[src/rtl/slurm16_cpu_alu_flags_if.sv]
// rtl/slurm16_cpu_alu_flags_if.sv - operand, result and flag bundle between the pipeline and the ALU
interface slurm16_cpu_alu_flags_if;
  logic [15:0] aluA;
  logic [15:0] aluB;
  logic [4:0]  aluOp;
  logic [15:0] aluOut;
  logic        C;
  logic        Z;
  logic        S;
  logic        V;
  logic        C_in;
  logic        Z_in;
  logic        S_in;
  logic        V_in;
  logic        load_flags;

  modport master (
    output aluA, aluB, aluOp, C_in, Z_in, S_in, V_in, load_flags,
    input  aluOut, C, Z, S, V
  );

  modport slave (
    input  aluA, aluB, aluOp, C_in, Z_in, S_in, V_in, load_flags,
    output aluOut, C, Z, S, V
  );
endinterface

[src/rtl/slurm16_cpu_alu_flags.sv]
// rtl/slurm16_cpu_alu_flags.sv - 16-bit ALU with registered result and C/Z/S/V flag file
module slurm16_cpu_alu_flags (
  input  logic                    CLK,
  input  logic                    RSTb,
  slurm16_cpu_alu_flags_if.slave  alu
);
  localparam logic [4:0] OP_MOV   = 5'd0;
  localparam logic [4:0] OP_ADD   = 5'd1;
  localparam logic [4:0] OP_ADC   = 5'd2;
  localparam logic [4:0] OP_SUB   = 5'd3;
  localparam logic [4:0] OP_SBB   = 5'd4;
  localparam logic [4:0] OP_AND   = 5'd5;
  localparam logic [4:0] OP_OR    = 5'd6;
  localparam logic [4:0] OP_XOR   = 5'd7;
  localparam logic [4:0] OP_MUL   = 5'd8;
  localparam logic [4:0] OP_UMULU = 5'd9;
  localparam logic [4:0] OP_SMULU = 5'd10;
  localparam logic [4:0] OP_CMP   = 5'd11;
  localparam logic [4:0] OP_TEST  = 5'd12;
  localparam logic [4:0] OP_BSWAP = 5'd13;
  localparam logic [4:0] OP_ASR   = 5'd14;
  localparam logic [4:0] OP_LSR   = 5'd15;
  localparam logic [4:0] OP_LSL   = 5'd16;
  localparam logic [4:0] OP_ROLC  = 5'd17;
  localparam logic [4:0] OP_RORC  = 5'd18;
  localparam logic [4:0] OP_ROL   = 5'd19;
  localparam logic [4:0] OP_ROR   = 5'd20;
  localparam logic [4:0] OP_CC    = 5'd21;
  localparam logic [4:0] OP_SC    = 5'd22;
  localparam logic [4:0] OP_CZ    = 5'd23;
  localparam logic [4:0] OP_SZ    = 5'd24;
  localparam logic [4:0] OP_CS    = 5'd25;
  localparam logic [4:0] OP_SS    = 5'd26;

  logic [15:0] a, b;
  logic [4:0]  op;
  logic        cin, bin;
  logic [16:0] sum, diff;
  logic [31:0] uprod, sprod;
  logic [15:0] r, res;
  logic        upd_zs;
  logic        n_c, n_z, n_s, n_v;

  assign a  = alu.aluA;
  assign b  = alu.aluB;
  assign op = alu.aluOp;

  // Carry chains use the flag registered on the previous edge, so ADC/SBB chain back to back.
  assign cin  = (op == OP_ADC) & alu.C;
  assign bin  = (op == OP_SBB) & alu.C;
  assign sum  = {1'b0, a} + {1'b0, b} + {16'b0, cin};
  assign diff = {1'b0, a} - {1'b0, b} - {16'b0, bin};

  assign uprod = {16'b0, a} * {16'b0, b};
  assign sprod = $signed({{16{a[15]}}, a}) * $signed({{16{b[15]}}, b});

  always_comb begin
    r      = a;
    upd_zs = 1'b0;
    n_c    = alu.C;
    n_z    = alu.Z;
    n_s    = alu.S;
    n_v    = alu.V;
    case (op)
      OP_MOV: r = b;
      OP_ADD, OP_ADC: begin
        r      = sum[15:0];
        n_c    = sum[16];
        n_v    = (a[15] == b[15]) && (sum[15] != a[15]);
        upd_zs = 1'b1;
      end
      OP_SUB, OP_SBB, OP_CMP: begin
        r      = diff[15:0];
        n_c    = diff[16];
        n_v    = (a[15] != b[15]) && (diff[15] != a[15]);
        upd_zs = 1'b1;
      end
      OP_AND, OP_TEST: begin r = a & b; upd_zs = 1'b1; end
      OP_OR:           begin r = a | b; upd_zs = 1'b1; end
      OP_XOR:          begin r = a ^ b; upd_zs = 1'b1; end
      // Low half of a product is identical for signed and unsigned operands.
      OP_MUL:          begin r = sprod[15:0];   upd_zs = 1'b1; end
      OP_UMULU:        begin r = uprod[31:16];  upd_zs = 1'b1; end
      OP_SMULU:        begin r = sprod[31:16];  upd_zs = 1'b1; end
      OP_BSWAP:        begin r = {a[7:0], a[15:8]}; upd_zs = 1'b1; end
      OP_ASR:  begin r = {a[15], a[15:1]};  n_c = a[0];  upd_zs = 1'b1; end
      OP_LSR:  begin r = {1'b0, a[15:1]};   n_c = a[0];  upd_zs = 1'b1; end
      OP_LSL:  begin r = {a[14:0], 1'b0};   n_c = a[15]; upd_zs = 1'b1; end
      OP_ROLC: begin r = {a[14:0], alu.C};  n_c = a[15]; upd_zs = 1'b1; end
      OP_RORC: begin r = {alu.C, a[15:1]};  n_c = a[0];  upd_zs = 1'b1; end
      OP_ROL:  begin r = {a[14:0], a[15]};  upd_zs = 1'b1; end
      OP_ROR:  begin r = {a[0], a[15:1]};   upd_zs = 1'b1; end
      OP_CC:   n_c = 1'b0;
      OP_SC:   n_c = 1'b1;
      OP_CZ:   n_z = 1'b0;
      OP_SZ:   n_z = 1'b1;
      OP_CS:   n_s = 1'b0;
      OP_SS:   n_s = 1'b1;
      default: r = a;
    endcase
    if (upd_zs) begin
      n_z = (r == 16'h0000);
      n_s = r[15];
    end
    // Compare and test only set flags; the result port passes A through.
    res = (op == OP_CMP || op == OP_TEST) ? a : r;
  end

  always_ff @(posedge CLK) begin
    if (RSTb) begin
      alu.aluOut <= 16'h0000;
      alu.C      <= 1'b0;
      alu.Z      <= 1'b0;
      alu.S      <= 1'b0;
      alu.V      <= 1'b0;
    end else begin
      alu.aluOut <= res;
      if (alu.load_flags) begin
        alu.C <= alu.C_in;
        alu.Z <= alu.Z_in;
        alu.S <= alu.S_in;
        alu.V <= alu.V_in;
      end else begin
        alu.C <= n_c;
        alu.Z <= n_z;
        alu.S <= n_s;
        alu.V <= n_v;
      end
    end
  end
endmodule

[src/flat_wrapper.sv]
// flat-port wrapper written by rule: the top's interface ports become plain ports
module slurm16_cpu_alu_flags_flat 
  (CLK, RSTb, alu_aluA, alu_aluB, alu_aluOp, alu_C_in, alu_Z_in, alu_S_in, alu_V_in, alu_load_flags, alu_aluOut, alu_C, alu_Z, alu_S, alu_V);
  slurm16_cpu_alu_flags_if alu_i ();
  input  logic CLK;
  input  logic RSTb;
  input wire logic [$bits(alu_i.aluA)-1:0] alu_aluA;
  input wire logic [$bits(alu_i.aluB)-1:0] alu_aluB;
  input wire logic [$bits(alu_i.aluOp)-1:0] alu_aluOp;
  input wire logic [$bits(alu_i.C_in)-1:0] alu_C_in;
  input wire logic [$bits(alu_i.Z_in)-1:0] alu_Z_in;
  input wire logic [$bits(alu_i.S_in)-1:0] alu_S_in;
  input wire logic [$bits(alu_i.V_in)-1:0] alu_V_in;
  input wire logic [$bits(alu_i.load_flags)-1:0] alu_load_flags;
  output wire logic [$bits(alu_i.aluOut)-1:0] alu_aluOut;
  output wire logic [$bits(alu_i.C)-1:0] alu_C;
  output wire logic [$bits(alu_i.Z)-1:0] alu_Z;
  output wire logic [$bits(alu_i.S)-1:0] alu_S;
  output wire logic [$bits(alu_i.V)-1:0] alu_V;
  assign alu_i.aluA = alu_aluA;
  assign alu_i.aluB = alu_aluB;
  assign alu_i.aluOp = alu_aluOp;
  assign alu_i.C_in = alu_C_in;
  assign alu_i.Z_in = alu_Z_in;
  assign alu_i.S_in = alu_S_in;
  assign alu_i.V_in = alu_V_in;
  assign alu_i.load_flags = alu_load_flags;
  assign alu_aluOut = alu_i.aluOut;
  assign alu_C = alu_i.C;
  assign alu_Z = alu_i.Z;
  assign alu_S = alu_i.S;
  assign alu_V = alu_i.V;
  slurm16_cpu_alu_flags u_core (.CLK(CLK), .RSTb(RSTb), .alu(alu_i));
endmodule
[config.mk]
export PLATFORM = sky130hd
export DESIGN_NAME = slurm16_cpu_alu_flags_flat
export DESIGN_NICKNAME = d
export VERILOG_FILES = /design/src/rtl/slurm16_cpu_alu_flags_if.sv /design/src/rtl/slurm16_cpu_alu_flags.sv /design/src/flat_wrapper.sv
export SDC_FILE = /design/constraint.sdc
export NUM_CORES = 1
export LEC_CHECK = 0
export BUFFER_PORTS_ARGS = -buffer_cell sky130_fd_sc_hd__buf_2
export CAP_MARGIN = 20
export CORE_AREA = 10 10 223 330
export CTS_CLUSTER_DIAMETER = 40
export DETAILED_ROUTE_END_ITERATION = 8
export DIE_AREA = 0 0 233 340
export SETUP_SLACK_MARGIN = 0.2
export SYNTH_ARGS = -nofsm -noshare
export SYNTH_HDL_FRONTEND = slang
export SYNTH_SLANG_ARGS = --single-unit
[constraint.sdc]
create_clock -name CLK -period 9.3 [get_ports CLK]
set_input_delay 0.465 -clock CLK [delete_from_list [all_inputs] [get_ports CLK]]
set_output_delay 0.465 -clock CLK [all_outputs]
set_load 0.05 [all_outputs]
==> flow_summary.json, run 1 <==
{
  "post_synth.cell_area_avg_sq_um": 8.20,
  "finish.instance_area_sq_um": 20700,
  "die_w_um": 233,
  "viasPerCell": 5.32,
  "clk_transition_reported_paths_ns": 0.06,
  "setup.worst_path.class": "input port to flip-flop",
  "tritoncts_clock_tree": "built",
  "cts_max_path_buffers": 2,
  "grt_max_degree": 41,
  "rsz0062_at_grt": "false",
  "cp-end-kind": "flip-flop",
  "ys_seq_elements": 20,
  "remaining_drc_errors": 0,
  "synth_cell_type_count": 102,
  "totalNegativeSetupSlack_ns": 0,
  "netlist_top_cells_count": "sky130_fd_sc_hd__inv_1, sky130_fd_sc_hd__fa_1, sky130_fd_sc_hd__nand2_1, sky130_fd_sc_hd__ha_1, sky130_fd_sc_hd__nor2_1",
  "design.portCount": 64,
  "total_detailed_routing_wirelength_um": 76900,
  "fp-row-count": 117,
  "post_cts_hold_buffer_count": 0,
  "postCtsSetupBuffers": 0,
  "relSlewSlack_pct": 33.5,
  "post-synth-top-area-fraction_pct": 38.1,
  "place.gp.congestion": 1.07,
  "finalHoldWorstSlack_ns": 0.473,
  "clock_skew_ns": 0.00868,
  "clk_latency_ns": 0.26,
  "setup_viol_count_final": 0,
  "vias_in_the_first_global_route": 18600,
  "yosys.cell_count.top_type": "sky130_fd_sc_hd__inv_1",
  "dp_wirelength_um": 63900,
  "die_area_sq_um": 79200,
  "drive_gt1_share_pct": 6.55,
  "worst-slew-pin-transition_ns": 0.990,
  "crit_path_max_fanout": 14,
  "detail-route-antenna-nets": 0,
  "post_dp_cell_area_sq_um": 20600,
  "finalWorstPathRequiredPeriod_ns": 7.99,
  "cp_data_required_time_ns": 9.51,
  "drv_cap": 0,
  "fin_nets": 2995,
  "port_buffers": 63,
  "post_cts_resized": 0,
  "startpoint_type": "input port",
  "report.final.slew_viol_count": 0,
  "cts_htree_levels": 1,
  "placeable_core_region_sq_um": 67600,
  "clockRootBuffer": "sky130_fd_sc_hd__clkbuf_16",
  "ys_seq_area_share_pct": 2.07,
  "run_status": "finished, final reports clean",
  "dominantRegCellSynth": "sky130_fd_sc_hd__dfxtp_1",
  "globalRoute.totalOverflow": 0,
  "mappedNetlistArea_sq_um": 19400,
  "detailedRoute.firstIterationViolations": 1378,
  "dieHeight_um": 340,
  "initial_antenna_violation_count": 3,
  "vias": 17300,
  "synthesis.instances": 2362,
  "drt-wirelength-per-cell_um": 23.6,
  "grt.total_usage_pct": 19.3,
  "clock-sinks": 20,
  "hold_violations": 0,
  "max_clock_freq_mhz": 125,
  "grt_first_pass_wirelength_um": 115000,
  "numCtsBuffers": 3,
  "ys.warnings.count": 0,
  "synth.area.top_cells": "sky130_fd_sc_hd__fa_1, sky130_fd_sc_hd__ha_1, sky130_fd_sc_hd__inv_1",
  "first_pass_detailed_route_iteration_total": 6,
  "crit_arrival_ns": 8.21,
  "synth_top_cell_by_area": "sky130_fd_sc_hd__fa_1",
  "syn_nets": 2990,
  "synthArstFlopShare_pct": 0,
  "worst_hold_path_type": "input port to flip-flop",
  "area_delta_synth_final_pct": 6.95,
  "post-route-period-util_pct": 85.9,
  "synth-edff-count": 0,
  "start_util_pct": 28.6
}
[sequential cells by signal, summed over array words and instances, names as in the netlist]
| signal | count |
|---|---|
| u_core.alu.V | 1 |
| u_core.alu.Z | 1 |
| u_core.alu.C | 1 |
| u_core.alu.S | 1 |
| u_core.alu.aluOut | 16 |
[through the flow]
stage	cells	utilization (%)	worst slack (ns)
3_3_place_gp	3254	30.5	1.14
3_5_place_dp	3254	30.5	1.11
5_1_grt	3258	30.6	1.06
2_1_floorplan	2362	-	2.26
4_1_cts	3258	30.6	1.37
6_report	3261	30.6	1.31
[logic make-up (layout without fill, tap and decap cells)]
kind of cell / after synthesis / in the layout / synth area share (%)
buffers and inverters: 646 / 650 / 13.1
AND/OR/NAND/NOR: 615 / 615 / 14.1
adder cells (fa/ha/maj): 584 / 584 / 52.0
AO/OA/AOI/OAI: 418 / 418 / 14.9
XOR/XNOR: 65 / 65 / 2.98
flip-flops: 20 / 20 / 2.07
multiplexers: 14 / 14 / 0.749
other: 0 / 3 / 0
[cell usage in the layout (no fill, tap or decap), drive strengths merged, types with 13 or more instances in the layout]
cell type,netlist,routed
buf,37,105
xnor2,37,37
nand3,22,22
nor3,32,32
o211ai,15,15
nand4,19,19
xor2,28,28
inv,537,537
a211oi,20,20
nor2,173,173
a22oi,14,14
a21oi,108,108
a221oi,21,21
a21o,25,25
o21ai,87,87
fa,369,369
nand2,276,276
nand3b,13,13
dfxtp,20,20
ha,215,215
[per-layer routing]
layer / track usage (%) / vias to the layer above / routed length, um
met2: 33.5 / 820 / 37800
met4: 17.9 / 2 / 8890
met1: 19.8 / 8597 / 25200
met5: 0 / - / 7
li1: - / 7564 / -
met3: 2.55 / 351 / 5080
[path summary, 6_finish.rpt]
path,endpoint,slack [ns],startpoint,depth (start not counted)
max,u_core.alu.Z,1.31,alu_aluB[4],26
min,u_core.alu.C,0.47,alu_C_in,3
max reg2reg,u_core.alu.S,4.94,u_core.alu.C,13
min reg2reg,u_core.alu.V,0.61,u_core.alu.V,2
[cell type report]
cell class | count | area (sq um)
fillers | 7344 | 46900
multi-input cells | 1696 | 16400
inverters | 541 | 2030
well taps | 892 | 1120
repair buffers | 105 | 631
flip-flops and latches | 20 | 400
clock buffers | 4 | 88.8
diodes | 3 | 7.51
[worst max-delay path: stages]
cell and delay (ns):
sky130_fd_sc_hd__buf_2 0.21, sky130_fd_sc_hd__inv_1 0.52, sky130_fd_sc_hd__nor2_1 0.17, sky130_fd_sc_hd__fa_1 0.62, sky130_fd_sc_hd__inv_1 0.07, sky130_fd_sc_hd__fa_1 0.42
sky130_fd_sc_hd__fa_1 0.54, sky130_fd_sc_hd__inv_1 0.05, sky130_fd_sc_hd__fa_1 0.50, sky130_fd_sc_hd__fa_1 0.51, sky130_fd_sc_hd__inv_1 0.05, sky130_fd_sc_hd__fa_1 0.48
sky130_fd_sc_hd__inv_1 0.04, sky130_fd_sc_hd__ha_1 0.47, sky130_fd_sc_hd__a21oi_2 0.11, sky130_fd_sc_hd__o21ai_1 0.58, sky130_fd_sc_hd__a2111oi_4 0.14, sky130_fd_sc_hd__a211oi_1 0.37
sky130_fd_sc_hd__buf_4 0.21, sky130_fd_sc_hd__nand2_1 0.09, sky130_fd_sc_hd__o21ai_1 0.32, sky130_fd_sc_hd__mux2i_1 0.26, sky130_fd_sc_hd__a32oi_1 0.14, sky130_fd_sc_hd__or4_1 0.54
sky130_fd_sc_hd__nor2_1 0.15, sky130_fd_sc_hd__a21o_1 0.13
Power of run 1 is not shown: default switching activity piles up to over one toggle a cycle in this logic, so the estimate is an artifact.
==> run 2: changes to the inputs <==
--- a/config.mk
+++ b/config.mk
@@ -11,6 +11,7 @@
 export CTS_CLUSTER_DIAMETER = 40
 export DETAILED_ROUTE_END_ITERATION = 8
 export DIE_AREA = 0 0 233 340
+export PLACE_DENSITY = 0.44
 export SETUP_SLACK_MARGIN = 0.2
 export SYNTH_ARGS = -nofsm -noshare
 export SYNTH_HDL_FRONTEND = slang
==> flow_summary.json, run 2 (synthesized netlist as in run 1, its figures left out) <==
{
  "drive_gt1_share_pct": 7.14,
  "viasPerCell": 5.27,
  "start_util_pct": 28.6,
  "registers.top_by_ff_count": "u_core.alu.aluOut",
  "grt_max_degree": 41,
  "clock-sinks": 20,
  "globalRoute.totalOverflow": 0,
  "largest_register_ffs": 16,
  "die_area_sq_um": 79200,
  "worst_hold_path_type": "input port to flip-flop",
  "cts_max_path_buffers": 2,
  "grt.total_usage_pct": 21.8,
  "place.gp.congestion": 1.03,
  "cp-end-kind": "flip-flop",
  "area_delta_synth_final_pct": 7.55,
  "fin_nets": 3009,
  "dieHeight_um": 340,
  "post_cts_resized": 0,
  "startpoint_type": "input port",
  "totalNegativeSetupSlack_ns": 0,
  "rsz0062_at_grt": "false",
  "vias_in_the_first_global_route": 18700,
  "clk_latency_ns": 0.26,
  "first_pass_detailed_route_iteration_total": 5,
  "dp_wirelength_um": 73100,
  "diodes": 0,
  "cp_data_required_time_ns": 9.51,
  "tritoncts_clock_tree": "built",
  "final_common_cell": "sky130_fd_sc_hd__inv_1",
  "post-route-period-util_pct": 88.4,
  "placeable_core_region_sq_um": 67600,
  "design.portCount": 64,
  "clock_skew_ns": 0.00710,
  "clk_transition_reported_paths_ns": 0.07,
  "grt_first_pass_wirelength_um": 126000,
  "crit_path_max_fanout": 14,
  "run_status": "finished, final reports clean",
  "postCtsSetupBuffers": 0,
  "final_cell_mix": "sky130_fd_sc_hd__inv_1, sky130_fd_sc_hd__fa_1, sky130_fd_sc_hd__nand2_1, sky130_fd_sc_hd__ha_1, sky130_fd_sc_hd__nor2_1",
  "relSlewSlack_pct": 32.0,
  "port_buffers": 63,
  "report.final.slew_viol_count": 0,
  "vias": 17200,
  "total_detailed_routing_wirelength_um": 86500,
  "finalWorstPathRequiredPeriod_ns": 8.22,
  "hold_violations": 0,
  "detailedRoute.firstIterationViolations": 1320,
  "worst-slew-pin-transition_ns": 1.01,
  "detail-route-antenna-nets": 0,
  "setup.worst_path.class": "input port to flip-flop",
  "crit_arrival_ns": 8.44,
  "initial_antenna_violation_count": 0,
  "remaining_drc_errors": 0,
  "die_w_um": 233,
  "max_clock_freq_mhz": 122,
  "fp-row-count": 117,
  "drt-wirelength-per-cell_um": 26.4,
  "numCtsBuffers": 3,
  "setup_viol_count_final": 0,
  "clockRootBuffer": "sky130_fd_sc_hd__clkbuf_16",
  "cts_htree_levels": 1,
  "post_cts_hold_buffer_count": 0,
  "drv_cap": 0
}
==> run 2: changes by cell type in the layout (fill, tap and decap cells not counted), sizes merged <==
cell | before | now
diode | 3 | 0
buf | 105 | 118
clkbuf | 4 | 5
==> run 2: critical path: stages <==
cell	delay, ns
sky130_fd_sc_hd__buf_2	0.21
sky130_fd_sc_hd__inv_1	0.59
sky130_fd_sc_hd__nor2_1	0.15
sky130_fd_sc_hd__fa_1	0.67
sky130_fd_sc_hd__inv_1	0.09
sky130_fd_sc_hd__fa_1	0.48
sky130_fd_sc_hd__fa_1	0.52
sky130_fd_sc_hd__inv_1	0.05
sky130_fd_sc_hd__fa_1	0.44
sky130_fd_sc_hd__fa_1	0.52
sky130_fd_sc_hd__inv_1	0.05
sky130_fd_sc_hd__fa_1	0.48
sky130_fd_sc_hd__inv_1	0.04
sky130_fd_sc_hd__ha_1	0.49
sky130_fd_sc_hd__a21oi_2	0.11
sky130_fd_sc_hd__o21ai_1	0.54
sky130_fd_sc_hd__a2111oi_4	0.13
sky130_fd_sc_hd__a211oi_1	0.35
sky130_fd_sc_hd__buf_4	0.22
sky130_fd_sc_hd__nand2_1	0.11
sky130_fd_sc_hd__o21ai_1	0.28
sky130_fd_sc_hd__mux2i_1	0.28
sky130_fd_sc_hd__a32oi_1	0.16
sky130_fd_sc_hd__or4_1	0.56
sky130_fd_sc_hd__nor2_1	0.26
sky130_fd_sc_hd__a21o_1	0.15
==> run 2: per-layer routing <==
metal | track usage (%) | vias up | wire [um]
li1 | - | 7570 | -
met1 | 23.8 | 8822 | 30700
met2 | 40.9 | 653 | 46500
met3 | 1.77 | 188 | 3780
met4 | 11.1 | 0 | 5610
met5 | 0 | - | 0
==> run 2: final cells by class <==
class | instances | area [sq um]
Fill cell | 7369 | 46800
Multi-Input combinational cell | 1696 | 16500
Inverter | 541 | 2030
Tap cell | 892 | 1120
Timing Repair Buffer | 119 | 739
Sequential cell | 20 | 400
Clock buffer | 4 | 88.8
==> run 2: path summary, 6_finish.rpt <==
path | depth (start not counted) | from | slack (ns) | endpoint
setup reg to reg | 12 | u_core.alu.C | 4.82 | u_core.alu.Z
setup / recovery | 26 | alu_aluB[5] | 1.08 | u_core.alu.Z
hold reg to reg | 2 | u_core.alu.V | 0.61 | u_core.alu.V
hold / removal | 3 | alu_V_in | 0.46 | u_core.alu.V
==> run 2: stage by stage <==
stage / instance area (sq um) / utilization, % / std cells / setup WS [ns] / hold WS [ns]
floorplan: 19400 / - / 2362 / 2.26 / 0.544
global placement: 20700 / 30.7 / 3266 / 0.843 / 0.590
detailed placement: 20700 / 30.7 / 3267 / 0.828 / 0.599
CTS: 20800 / 30.8 / 3271 / 1.10 / 0.466
global route: 20800 / 30.8 / 3272 / 0.931 / 0.480
finish: 20800 / 30.8 / 3272 / 1.08 / 0.462
Power of run 2 is left out for the same reason.
==> run 3: changes to the inputs <==
==> constraint.sdc (replaced) <==
create_clock -name CLK -period 10.6 [get_ports CLK]
set_input_delay 0.53 -clock CLK [delete_from_list [all_inputs] [get_ports CLK]]
set_output_delay 0.53 -clock CLK [all_outputs]
set_load 0.05 [all_outputs]
==> flow_summary.json, run 3 (synthesized netlist as in run 1, its figures left out) <==
{
  "run_status": "finished, final reports clean",
  "dp_wirelength_um": 70200,
  "die_area_sq_um": 79200,
  "clk_latency_ns": 0.26,
  "setup.worst_path.class": "input port to flip-flop",
  "die_w_um": 233,
  "slowest_stage": "sky130_fd_sc_hd__clkinv_1",
  "clock-sinks": 20,
  "postCtsSetupBuffers": 0,
  "first_pass_detailed_route_iteration_total": 6,
  "grt_max_degree": 41,
  "cpLargestDelayFamily": "adder cells",
  "post-route-util_pct": 30.4,
  "placeable_core_region_sq_um": 67600,
  "remaining_drc_errors": 0,
  "startpoint_type": "input port",
  "post_cts_resized": 0,
  "grt_first_pass_wirelength_um": 123000,
  "post_dp_cell_area_sq_um": 20500,
  "vias_in_the_first_global_route": 18500,
  "drt-wirelength-per-cell_um": 26.0,
  "vias": 17100,
  "finish.instance_area_sq_um": 20600,
  "initial_antenna_violation_count": 1,
  "totalNegativeSetupSlack_ns": 0,
  "final_common_cell": "sky130_fd_sc_hd__inv_1",
  "fin_nets": 2975,
  "critical-path-max-stage-delay_ns": 0.75,
  "drive_gt1_share_pct": 5.80,
  "cp-end-kind": "flip-flop",
  "diodes": 0,
  "cp_common_cell": "sky130_fd_sc_hd__fa_1",
  "clk_transition_reported_paths_ns": 0.06,
  "cts_max_path_buffers": 2,
  "report.final.slew_viol_count": 0,
  "detail-route-antenna-nets": 0,
  "design.portCount": 64,
  "crit_arrival_ns": 9.04,
  "grt.total_usage_pct": 21.2,
  "final_cell_mix": "sky130_fd_sc_hd__inv_1, sky130_fd_sc_hd__fa_1, sky130_fd_sc_hd__nand2_1, sky130_fd_sc_hd__ha_1, sky130_fd_sc_hd__nor2_1",
  "fp-row-count": 117,
  "crit_buf_inv": 6,
  "finalWorstPathRequiredPeriod_ns": 8.83,
  "largest_register_ffs": 16,
  "rsz0062_at_grt": "false",
  "cts_htree_levels": 1,
  "hold_violations": 0,
  "numCtsBuffers": 3,
  "post_cts_hold_buffer_count": 0,
  "worst_hold_path_type": "input port to flip-flop",
  "globalRoute.totalOverflow": 0,
  "registers.top_by_ff_count": "u_core.alu.aluOut",
  "place.gp.congestion": 1.01,
  "cp_data_required_time_ns": 10.81,
  "worst-slew-pin-transition_ns": 1.19,
  "clock_skew_ns": 0.00201,
  "crit_path_max_fanout": 15,
  "viasPerCell": 5.27,
  "tritoncts_clock_tree": "built",
  "drv_cap": 0,
  "clockRootBuffer": "sky130_fd_sc_hd__clkbuf_16",
  "port_buffers": 63,
  "setup_viol_count_final": 0,
  "post-route-period-util_pct": 83.3,
  "start_util_pct": 28.6,
  "max_clock_freq_mhz": 113,
  "total_detailed_routing_wirelength_um": 84300,
  "dieHeight_um": 340,
  "detailedRoute.firstIterationViolations": 1164,
  "area_delta_synth_final_pct": 6.27,
  "relSlewSlack_pct": 20.2
}
run 3: layout make-up:
cell class                      instances  area, sq um
Clock buffer                            4         88.8
Fill cell                            7354        47000
Inverter                              541         2030
Multi-Input combinational cell       1696        16500
Sequential cell                        20          400
Tap cell                              892         1120
Timing Repair Buffer                   85          480
run 3: per-layer routing:
metal / track usage (%) / share of wire [%] / vias to the layer above
met1: 22.5 / 35 / 8655
met5: 0 / 0.011 / -
met4: 13.6 / 7.8 / 2
met2: 39.0 / 52 / 692
li1: - / - / 7496
met3: 2.21 / 5.2 / 225
run 3: worst paths after layout:
path	from	end	slack [ns]	cells past startpoint
hold reg to reg	u_core.alu.V	u_core.alu.V	0.62	2
hold / removal	alu_C_in	u_core.alu.C	0.53	3
setup / recovery	alu_aluA[12]	u_core.alu.Z	1.77	25
setup reg to reg	u_core.alu.C	u_core.alu.S	6.29	13
run 3: metrics by stage:
step                std cells  setup slack (ns)  hold WS (ns)
CTS                      3238              1.83         0.525
floorplan                2362              3.49         0.609
global placement         3234              1.69         0.594
global route             3238              1.50         0.566
finish                   3238              1.77         0.528
detailed placement       3234              1.58         0.613
run 3: worst min-delay path: cells and delay by family:
kind | cells | cell delay, ns
buf+inv | 2 | 0.15
compound gates | 1 | 0.07
Power of run 3 is left out for the same reason.
